<file path="config.mk">
export PLATFORM = sky130hd
export DESIGN_NAME = histo_stream_rx
export DESIGN_NICKNAME = d
export VERILOG_FILES = /design/src/rtl/histo_pkg.sv /design/src/rtl/histo_rx_fifo.sv /design/src/rtl/histo_stream_rx.sv
export SDC_FILE = /design/constraint.sdc
export NUM_CORES = 1
export LEC_CHECK = 0
export CAP_MARGIN = 0
export CORE_ASPECT_RATIO = 1.2
export CORE_MARGIN = 2
export CORE_UTILIZATION = 50
export CTS_BUF_LIST = sky130_fd_sc_hd__clkbuf_8
export CTS_CLUSTER_DIAMETER = 50
export CTS_CLUSTER_SIZE = 30
export DETAILED_ROUTE_END_ITERATION = 7
export GPL_ROUTABILITY_DRIVEN = 0
export PLACE_DENSITY = 0.77
export SLEW_MARGIN = 30
export SYNTH_ARGS = -nofsm -noshare
export SYNTH_HDL_FRONTEND = slang
export SYNTH_SLANG_ARGS = --single-unit
</file>
<file path="constraint.sdc">
create_clock -name clk -period 3.4 [get_ports clk]
set_clock_uncertainty 0.15 [all_clocks]
set_input_delay 0.51 -clock clk [delete_from_list [all_inputs] [get_ports clk]]
set_output_delay 0.51 -clock clk [all_outputs]
set_load 0.1 [all_outputs]
</file>
<file path="src/rtl/histo_pkg.sv">
`default_nettype none
// +----------------------------------------------------------------------+
// | Package : histo_pkg                                                  |
// | Shared widths, receive FSM states and error-bit positions for the    |
// | histogram readout link.                                              |
// | Revision: 1.0 - initial release                                      |
// +----------------------------------------------------------------------+
package histo_pkg;

  localparam int HISTO_BINS    = 1024;
  localparam int HISTO_BIN_W   = 10;
  localparam int HISTO_COUNT_W = 24;
  localparam int HISTO_WORD_W  = 32;
  localparam int HISTO_SUM_W   = 34;
  localparam int HISTO_ERR_W   = 3;

  // Positions inside frame_err
  localparam int ERR_PAD = 0;
  localparam int ERR_OVF = 1;
  localparam int ERR_TMO = 2;

  typedef enum logic [1:0] {
    RX_IDLE = 2'd0,
    RX_RECV = 2'd1,
    RX_DONE = 2'd2
  } rx_state_e;

  // One FIFO entry: bin index tagged onto the received count
  typedef struct packed {
    logic [HISTO_BIN_W-1:0]   bin;
    logic [HISTO_COUNT_W-1:0] count;
  } histo_entry_t;

endpackage
`default_nettype wire

</file>
<file path="src/rtl/histo_rx_fifo.sv">
`default_nettype none
// +----------------------------------------------------------------------+
// | Module  : histo_rx_fifo                                              |
// | First-word-fall-through FIFO of {bin, count} entries. A push while   |
// | full is accepted when a pop happens in the same cycle.               |
// | Revision: 1.0 - initial release                                      |
// +----------------------------------------------------------------------+
module histo_rx_fifo
  import histo_pkg::*;
#(
  parameter int DEPTH = 4
) (
  input  logic         clk,
  input  logic         reset,
  input  logic         push_i,
  input  histo_entry_t push_data_i,
  input  logic         pop_i,
  output histo_entry_t head_o,
  output logic         full_o,
  output logic         empty_o
);

  localparam int AW = (DEPTH > 1) ? $clog2(DEPTH) : 1;

  logic [AW:0]  wr_ptr_q;
  logic [AW:0]  rd_ptr_q;
  histo_entry_t mem_q [DEPTH];
  logic         w_push;
  logic         w_pop;

  // Extra pointer bit distinguishes full from empty when indices match
  assign empty_o = (wr_ptr_q == rd_ptr_q);
  assign full_o  = (wr_ptr_q[AW] != rd_ptr_q[AW]) &&
                   (wr_ptr_q[AW-1:0] == rd_ptr_q[AW-1:0]);
  assign w_pop   = pop_i & ~empty_o;
  assign w_push  = push_i & (~full_o | w_pop);

  // Head reads as zero while empty so the outputs are clean after reset
  assign head_o  = empty_o ? '0 : mem_q[rd_ptr_q[AW-1:0]];

  // Pointer update
  always_ff @(posedge clk) begin
    if (reset) begin
      wr_ptr_q <= '0;
      rd_ptr_q <= '0;
    end else begin
      if (w_push) wr_ptr_q <= wr_ptr_q + 1'b1;
      if (w_pop)  rd_ptr_q <= rd_ptr_q + 1'b1;
    end
  end

  // Entry storage; contents are don't-care until written
  always_ff @(posedge clk) begin
    if (w_push) mem_q[wr_ptr_q[AW-1:0]] <= push_data_i;
  end

endmodule
`default_nettype wire

</file>
<file path="src/rtl/histo_stream_rx.sv">
`default_nettype none
// +----------------------------------------------------------------------+
// | Module  : histo_stream_rx                                            |
// | Deserializes the histogram readout link (serial clock + data, MSB    |
// | first, 32-bit words), tags each word with its bin index and queues   |
// | it on a valid/ready stream. Reports frame completion and errors.     |
// | Optional: define HISTO_RX_SUM_EN to accumulate the per-frame sum of  |
// | counts on frame_sum; otherwise frame_sum is tied to zero.            |
// | Revision: 1.0 - initial release                                      |
// +----------------------------------------------------------------------+
module histo_stream_rx
  import histo_pkg::*;
#(
  parameter int WORDS_PER_FRAME = 1024,
  parameter int FIRST_BIN       = 1023,
  parameter int TIMEOUT_CYCLES  = 4096,
  parameter int FIFO_DEPTH      = 4
) (
  input  logic                     clk,
  input  logic                     reset,
  input  logic                     spi_clk_i,
  input  logic                     spi_mosi_i,
  output logic [HISTO_COUNT_W-1:0] word_data,
  output logic [HISTO_BIN_W-1:0]   word_bin,
  output logic                     word_valid,
  input  logic                     word_ready,
  output logic                     frame_done,
  output logic [HISTO_ERR_W-1:0]   frame_err,
  output logic                     frame_abort,
  output logic [HISTO_SUM_W-1:0]   frame_sum
);

  localparam int CNT_W = $clog2(WORDS_PER_FRAME + 1);
  localparam int TMO_W = $clog2(TIMEOUT_CYCLES + 1);

  // Serial input capture
  logic [2:0] sclk_sync_q;   // [0],[1] synchronizer, [2] edge-detect history
  logic [1:0] mosi_sync_q;
  logic       edge_q;        // registered rising-edge strobe
  logic       bit_q;         // data bit belonging to edge_q

  // Receive state
  rx_state_e                 state_q;
  logic [4:0]                bit_cnt_q;
  logic [CNT_W-1:0]          word_cnt_q;
  logic [HISTO_BIN_W-1:0]    bin_q;
  logic [HISTO_BIN_W-1:0]    bin_d;
  logic [HISTO_WORD_W-1:0]   shift_q;
  logic [HISTO_WORD_W-1:0]   shift_d;
  logic [TMO_W-1:0]          tmo_q;
  logic [HISTO_ERR_W-1:0]    err_q;

  // Registered status outputs
  logic                      frame_done_q;
  logic                      frame_abort_q;
  logic [HISTO_ERR_W-1:0]    frame_err_q;

  // FIFO interface
  histo_entry_t w_push_entry;
  histo_entry_t w_head;
  logic         w_full;
  logic         w_empty;
  logic         w_pop;
  logic         w_can_push;
  logic         w_push;
  logic         w_word_done;
  logic         w_tmo_abort;

  assign shift_d = {shift_q[HISTO_WORD_W-2:0], bit_q};
  assign bin_d   = (bin_q == HISTO_BIN_W'(HISTO_BINS - 1)) ? '0 : bin_q + 1'b1;

  // A word completes on the 32nd bit; the timeout fires on a quiet cycle
  assign w_word_done = (state_q == RX_RECV) && edge_q && (bit_cnt_q == 5'd31);
  assign w_tmo_abort = (state_q == RX_RECV) && !edge_q &&
                       (tmo_q == TMO_W'(TIMEOUT_CYCLES - 1));

  // A simultaneous pop frees the slot, so a full FIFO still takes the word
  assign w_pop      = word_valid & word_ready;
  assign w_can_push = ~w_full | w_pop;
  assign w_push     = w_word_done & w_can_push;

  assign w_push_entry.bin   = bin_q;
  assign w_push_entry.count = shift_d[HISTO_COUNT_W-1:0];

  histo_rx_fifo #(
    .DEPTH (FIFO_DEPTH)
  ) u_fifo (
    .clk         (clk),
    .reset       (reset),
    .push_i      (w_push),
    .push_data_i (w_push_entry),
    .pop_i       (w_pop),
    .head_o      (w_head),
    .full_o      (w_full),
    .empty_o     (w_empty)
  );

  assign word_valid  = ~w_empty;
  assign word_data   = w_head.count;
  assign word_bin    = w_head.bin;
  assign frame_done  = frame_done_q;
  assign frame_abort = frame_abort_q;
  assign frame_err   = frame_err_q;

  // Synchronize the serial pins and register each rising edge with its bit
  always_ff @(posedge clk) begin
    if (reset) begin
      sclk_sync_q <= '0;
      mosi_sync_q <= '0;
      edge_q      <= 1'b0;
      bit_q       <= 1'b0;
    end else begin
      sclk_sync_q <= {sclk_sync_q[1:0], spi_clk_i};
      mosi_sync_q <= {mosi_sync_q[0], spi_mosi_i};
      edge_q      <= sclk_sync_q[1] & ~sclk_sync_q[2];
      bit_q       <= mosi_sync_q[1];
    end
  end

  // Receive FSM: word assembly, sticky errors, timeout and frame status
  always_ff @(posedge clk) begin
    if (reset) begin
      state_q       <= RX_IDLE;
      bit_cnt_q     <= '0;
      word_cnt_q    <= '0;
      bin_q         <= HISTO_BIN_W'(FIRST_BIN);
      shift_q       <= '0;
      tmo_q         <= '0;
      err_q         <= '0;
      frame_done_q  <= 1'b0;
      frame_abort_q <= 1'b0;
      frame_err_q   <= '0;
    end else begin
      frame_done_q  <= 1'b0;
      frame_abort_q <= 1'b0;
      case (state_q)
        RX_IDLE: begin
          bit_cnt_q  <= '0;
          word_cnt_q <= '0;
          err_q      <= '0;
          tmo_q      <= '0;
          bin_q      <= HISTO_BIN_W'(FIRST_BIN);
          if (edge_q) begin
            // First edge of a frame carries bit 31 of word 0
            shift_q   <= shift_d;
            bit_cnt_q <= 5'd1;
            state_q   <= RX_RECV;
          end
        end
        RX_RECV: begin
          if (edge_q) begin
            tmo_q   <= '0;
            shift_q <= shift_d;
            if (bit_cnt_q == 5'd31) begin
              bit_cnt_q <= '0;
              if (shift_d[HISTO_WORD_W-1:HISTO_COUNT_W] != '0) err_q[ERR_PAD] <= 1'b1;
              if (!w_can_push) err_q[ERR_OVF] <= 1'b1;
              // Dropped words still consume a bin so later words stay aligned
              bin_q      <= bin_d;
              word_cnt_q <= word_cnt_q + 1'b1;
              if (word_cnt_q == CNT_W'(WORDS_PER_FRAME - 1)) state_q <= RX_DONE;
            end else begin
              bit_cnt_q <= bit_cnt_q + 1'b1;
            end
          end else if (w_tmo_abort) begin
            // Partial word discarded; queued words stay in the FIFO
            frame_abort_q        <= 1'b1;
            frame_err_q          <= err_q;
            frame_err_q[ERR_TMO] <= 1'b1;
            state_q              <= RX_IDLE;
          end else begin
            tmo_q <= tmo_q + 1'b1;
          end
        end
        RX_DONE: begin
          // Any serial edge landing here is deliberately ignored
          frame_done_q <= 1'b1;
          frame_err_q  <= err_q;
          state_q      <= RX_IDLE;
        end
        default: begin
          state_q <= RX_IDLE;
        end
      endcase
    end
  end

`ifdef HISTO_RX_SUM_EN
  logic [HISTO_SUM_W-1:0] sum_q;
  logic [HISTO_SUM_W-1:0] frame_sum_q;

  // Accumulate every completed word's count, dropped words included
  always_ff @(posedge clk) begin
    if (reset) begin
      sum_q       <= '0;
      frame_sum_q <= '0;
    end else begin
      if (state_q == RX_IDLE) begin
        sum_q <= '0;
      end else if (w_word_done) begin
        sum_q <= sum_q + HISTO_SUM_W'(shift_d[HISTO_COUNT_W-1:0]);
      end
      if ((state_q == RX_DONE) || w_tmo_abort) frame_sum_q <= sum_q;
    end
  end

  assign frame_sum = frame_sum_q;
`else
  assign frame_sum = '0;
`endif

endmodule
`default_nettype wire

</file>
# Word-level counts from Yosys, hierarchy flattened
# Memories as Yosys holds them, arrays and structs flattened. A register that Yosys moved wholly into a read port is not among the register bits.
# Index checks and enable logic that the tools add are counted.
# word_totals
ff_bits,92
ramBits,136
inputBits,5
output_inout_bits,74
memories,1
# op_classes
add_sub_neg,6
eq_ne,20
muxes,35
bitwise_logic,11
n_reduce_logical,20
# mem_list
name,words,width,read_ports,rd_ports_with_merged_regs,write_ports,line_no,text
u_fifo.mem_q,4,34,1,1,1,histo_rx_fifo.sv:27,histo_entry_t mem_q [DEPTH];
# ops
operator,count
$mux 34,1
$mux 10,3
$mux 13,2
$pmux 13 s2,1
$mux 11,2
$pmux 11 s2,1
$pmux 10 s2,1
$mux 2,9
$add 13x1->13 const B,1
$eq 13x12->1 const B,1
$reduce_and 4->1,3
$add 11x1->11 const B,1
$eq 11x10->1 const B,1
$add 10x1->10 const B,1
$eq 10x10->1 const B,1
$mux 5,2
$ne 2x2->1 const B,5
$pmux 5 s2,1
$pmux 2 s2,2
$reduce_bool 8->1,1
$mux 1,7
$add 3x1->3 const B,2
$mux 3,2
$ne 3x2->1 const B,2
other kinds (21),39

# Depth between registers and ports, before layout
# logic_depth
depth_word,8
depth_mapped,9
depth_no_buf,7

# By module
# A second synthesis with hierarchy kept.
# hier_totals
hier_cells,755
hier_area_um2,9625.5
# by_module_without_submodules
mod,instances,cells_each,area_each_um2
histo_rx_fifo,1,269,5616.6
histo_stream_rx,1,486,4008.8

# Least setup slack after synthesis
# OpenSTA, ideal clock, no wires.
# synth_path
path_type,reg-to-output
start,register u_fifo.wr_ptr_q[0]
end,output port word_bin[0]
t_arrival_ps,2877
required_time_ps,2740
path_slack_ps,-137
stages_incl_launch_ff,6
path_buffers,2
path_cell_list,dfxtp_1 > xor2_1 > or3_1 > clkbuf_1 > clkbuf_1 > and2_1
# synth_via
elab_chain_cells,2
# synth_lines
item,line_no,text
"start, declared",histo_rx_fifo.sv:25,logic [AW:0] wr_ptr_q;
"start signal, assigned",histo_rx_fifo.sv:47,if (w_push) wr_ptr_q <= wr_ptr_q + 1'b1;
$eq 3x3->1,histo_rx_fifo.sv:32,assign empty_o = (wr_ptr_q == rd_ptr_q);
$mux 34,histo_rx_fifo.sv:39,assign head_o = empty_o ? '0 : mem_q[rd_ptr_q[AW-1:0]];
"end, declared",histo_stream_rx.sv:24,"output logic [HISTO_BIN_W-1:0] word_bin,"
# No other way between the ends.

# Worst setup path in the final report
# Ends and elaborated chain as after synthesis.

==> flow_summary.toml <==
[clock_network]
path_clk_slew_ns = 0.10
cts_buffer_depth = 3
insertion_delay_ns = 0.53
cts_tree = "built"
cts-root-buf = "clkbuf_8"
numCtsBuffers = 18
cts_hold_buf = 0
cts_setup_buffers = 0
htree_levels = 1
cts.sinks = 230
cts_resized = 0

[layout]
fillCellCount = 1445
synthToLayoutAreaGrowth_pct = 14.5
stdcell_area_um2 = 10900
drive_gt1_frac = 0.168
diodes = 0
nNetsFinal = 784

[yosys]
synthArstFlopShare = 0
synth_seq_area_share = 0.629
synth.top_cell.area_share = 0.431
ys.warnings.count = 0
netlist_top_cells_area = "edfxtp_1 (43%), dfxtp_1 (20%), mux4_2 (8.1%), nand2_1 (3.6%), buf_4 (2.7%)"
ys_types = 65
synth_area_per_cell_um2 = 13.0
synthTopCellsByCount = "edfxtp_1 (136), dfxtp_1 (94), nand2_1 (91)"
netlist_area_um2 = 9480
synthCells = 730
yosysMostFrequentCell = "edfxtp_1"
synth_seq_cells = 230
synth_edf_count = 136
synthFlopType = "edfxtp_1"
yosys.area.top_type = "edfxtp_1"

[sta]
fin_crit_ns = 2.91
max_freq_mhz = 344
finalCritPeriodShare = 0.855
hold_viol_final = 0
setup_viol = 0
relSlewSlack = 0.354
rsz0062_at_grt = "false"
tightest_slew_ns = 0.967
worst_slack_ns = 0.494
tns_ns = 0
final_max_slew_viol_count = 0

[power]
pwr-share-clk = 0.349
total_power_w = 0.00485
power_density_nw_per_um2 = 447
leakagePower_nw = 3.50
switching_share = 0.248
switchingPower_w = 0.00120
p_seq_frac = 0.604
p_comb_frac = 0.047
peakVddDrop_uv = 336
power.internal_w = 0.00365

[routing]
wl_per_cell_um = 15.3
first_iter_violations = 240
viasPerCell = 5.26
vias = 5457
drtAntennaViolNets = 0
drc_errors = 0
first_pass_iters = 5
postRouteWirelength_um = 15900

[run]
cap_viol_max_count = 0

[worst_hold_path]
hp-start = "sclk_sync_q[2]$_SDFF_PP0_"
hold_class = "flip-flop to flip-flop"
worstHoldEndpoint = "edge_q$_SDFF_PP0_"
hold_depth = 1

[worst_setup_path]
cp-end-kind = "output port"
crit_fanout = 35
arrival_ns = 2.25
reg2reg_slack_ns = 0.57
r2r_start = "bit_cnt_q[0]$_SDFFE_PP0P_"
worstSetupPathType = "flip-flop to output port"
reg2reg_depth = 7
startpoint_type = "flip-flop"
worstPathRequired_ns = 2.74
r2r-end = "bin_q[9]$_SDFFE_PP1P_"

[die]
pin_count = 79
core_um2 = 18700
rows = 55
die_x_um = 130
die_area_um2 = 20100
initial_utilization = 0.506
dieHeight_um = 155

[grt]
grt_start_max_net_pins = 36
antenna_found_initial = 0
grt_usage = 0.162
grt_pass1_wl_um = 26600
grt.overflow.total = 0
first_global_vias = 5390

[place]
place_ws_ns = 0.590
dpl-instance-area_um2 = 10400
io_buffer_count = 44
dp_hpwl_um = 9870

[status]
status = "finished clean"
-- through the flow --
stage          instances  utilization  hold slack (ns)
2_1_floorplan        763            -            0.217
3_3_place_gp        1005        0.556            0.224
3_5_place_dp        1005        0.556            0.231
4_1_cts             1037        0.580            0.227
5_1_grt             1037        0.580            0.244
6_report            1037        0.580            0.240
-- how the worst max path moves through the flow --
stage	start	end	slack [ns]
CTS	u_fifo.wr_ptr_q[0]$_SDFFE_PP0N_	word_bin[0]	0.45
global placement	bit_cnt_q[0]$_SDFFE_PP0P_	bin_q[9]$_SDFFE_PP1P_	0.69
global route	u_fifo.wr_ptr_q[1]$_SDFFE_PP0N_	word_bin[0]	0.29
floorplan	u_fifo.wr_ptr_q[0]$_SDFFE_PP0N_	word_bin[0]	0.35
finish	u_fifo.wr_ptr_q[0]$_SDFFE_PP0N_	word_bin[0]	0.49
detailed placement	bit_cnt_q[0]$_SDFFE_PP0P_	bin_q[9]$_SDFFE_PP1P_	0.59
-- sequential cells by signal, indices dropped and copies added, names as in the netlist, 2 cells and up, named ones only --
| signal | flops |
|---|---|
| u_fifo.wr_ptr_q | 3 |
| err_q | 2 |
| u_fifo.rd_ptr_q | 3 |
| bin_q | 10 |
| tmo_q | 13 |
| word_cnt_q | 11 |
| sclk_sync_q | 3 |
| shift_q | 31 |
| bit_cnt_q | 5 |
| state_q | 2 |
| mosi_sync_q | 2 |
| frame_err | 3 |
| u_fifo.mem_q | 136 |
-- layout by cell type (no fill, tap or decap), drive strengths merged, types with 20 or more instances in the layout --
cell type  instances
nor2              27
a21oi             51
and2              39
dfxtp             94
edfxtp           136
mux4              34
conb              34
buf               50
clkbuf            20
nand2             91
-- cell families (layout without fill, tap and decap cells) --
| kind of cell | after synthesis | after routing | share of synthesized area |
|---|---|---|---|
| xor+xnor | 15 | 15 | 0.0139 |
| fa+ha+maj | 10 | 10 | 0.0132 |
| other cells | 1 | 34 | 0.000396 |
| buf+inv | 79 | 97 | 0.0458 |
| simple gates | 254 | 254 | 0.142 |
| flops | 230 | 230 | 0.629 |
| compound gates | 99 | 99 | 0.0660 |
| mux | 42 | 42 | 0.0892 |
-- worst max-delay path, cell delays in order, from the launching register on --
cell and delay [ns]:
dfxtp_1 0.45, xor2_1 0.33, or3_1 0.20, buf_4 0.31, and2_1 0.25, buf_12 0.19
-- metal layers --
metal / GRT usage / share of wire / up-vias
met1: 0.215 / 0.44 / 2631
met2: 0.282 / 0.50 / 125
met4: 0.0399 / 0.018 / 0
li1: - / - / 2681
met3: 0.0235 / 0.040 / 20
met5: 0 / 0 / -
-- area by class of cell --
type	count	area [um2]	area share
Tap cell	256	320	0.0295
Sequential cell	230	5970	0.550
Clock inverter	12	164	0.0151
Clock buffer	20	275	0.0254
Timing Repair Buffer	57	893	0.0823
Multi-Input combinational cell	454	3210	0.295
Inverter	8	30.0	0.00277
-- power groups by stage --
stage | combinational [W] | sequential [W] | clock (W)
detailed placement | 0.000228 | 0.00300 | 0
floorplan | 0.000243 | 0.00299 | 0
CTS | 0.000228 | 0.00293 | 0.00173
global placement | 0.000227 | 0.00300 | 0
finish | 0.000229 | 0.00293 | 0.00169
global route | 0.000240 | 0.00293 | 0.00185
Note: power is estimated with default switching activity, not from simulation.
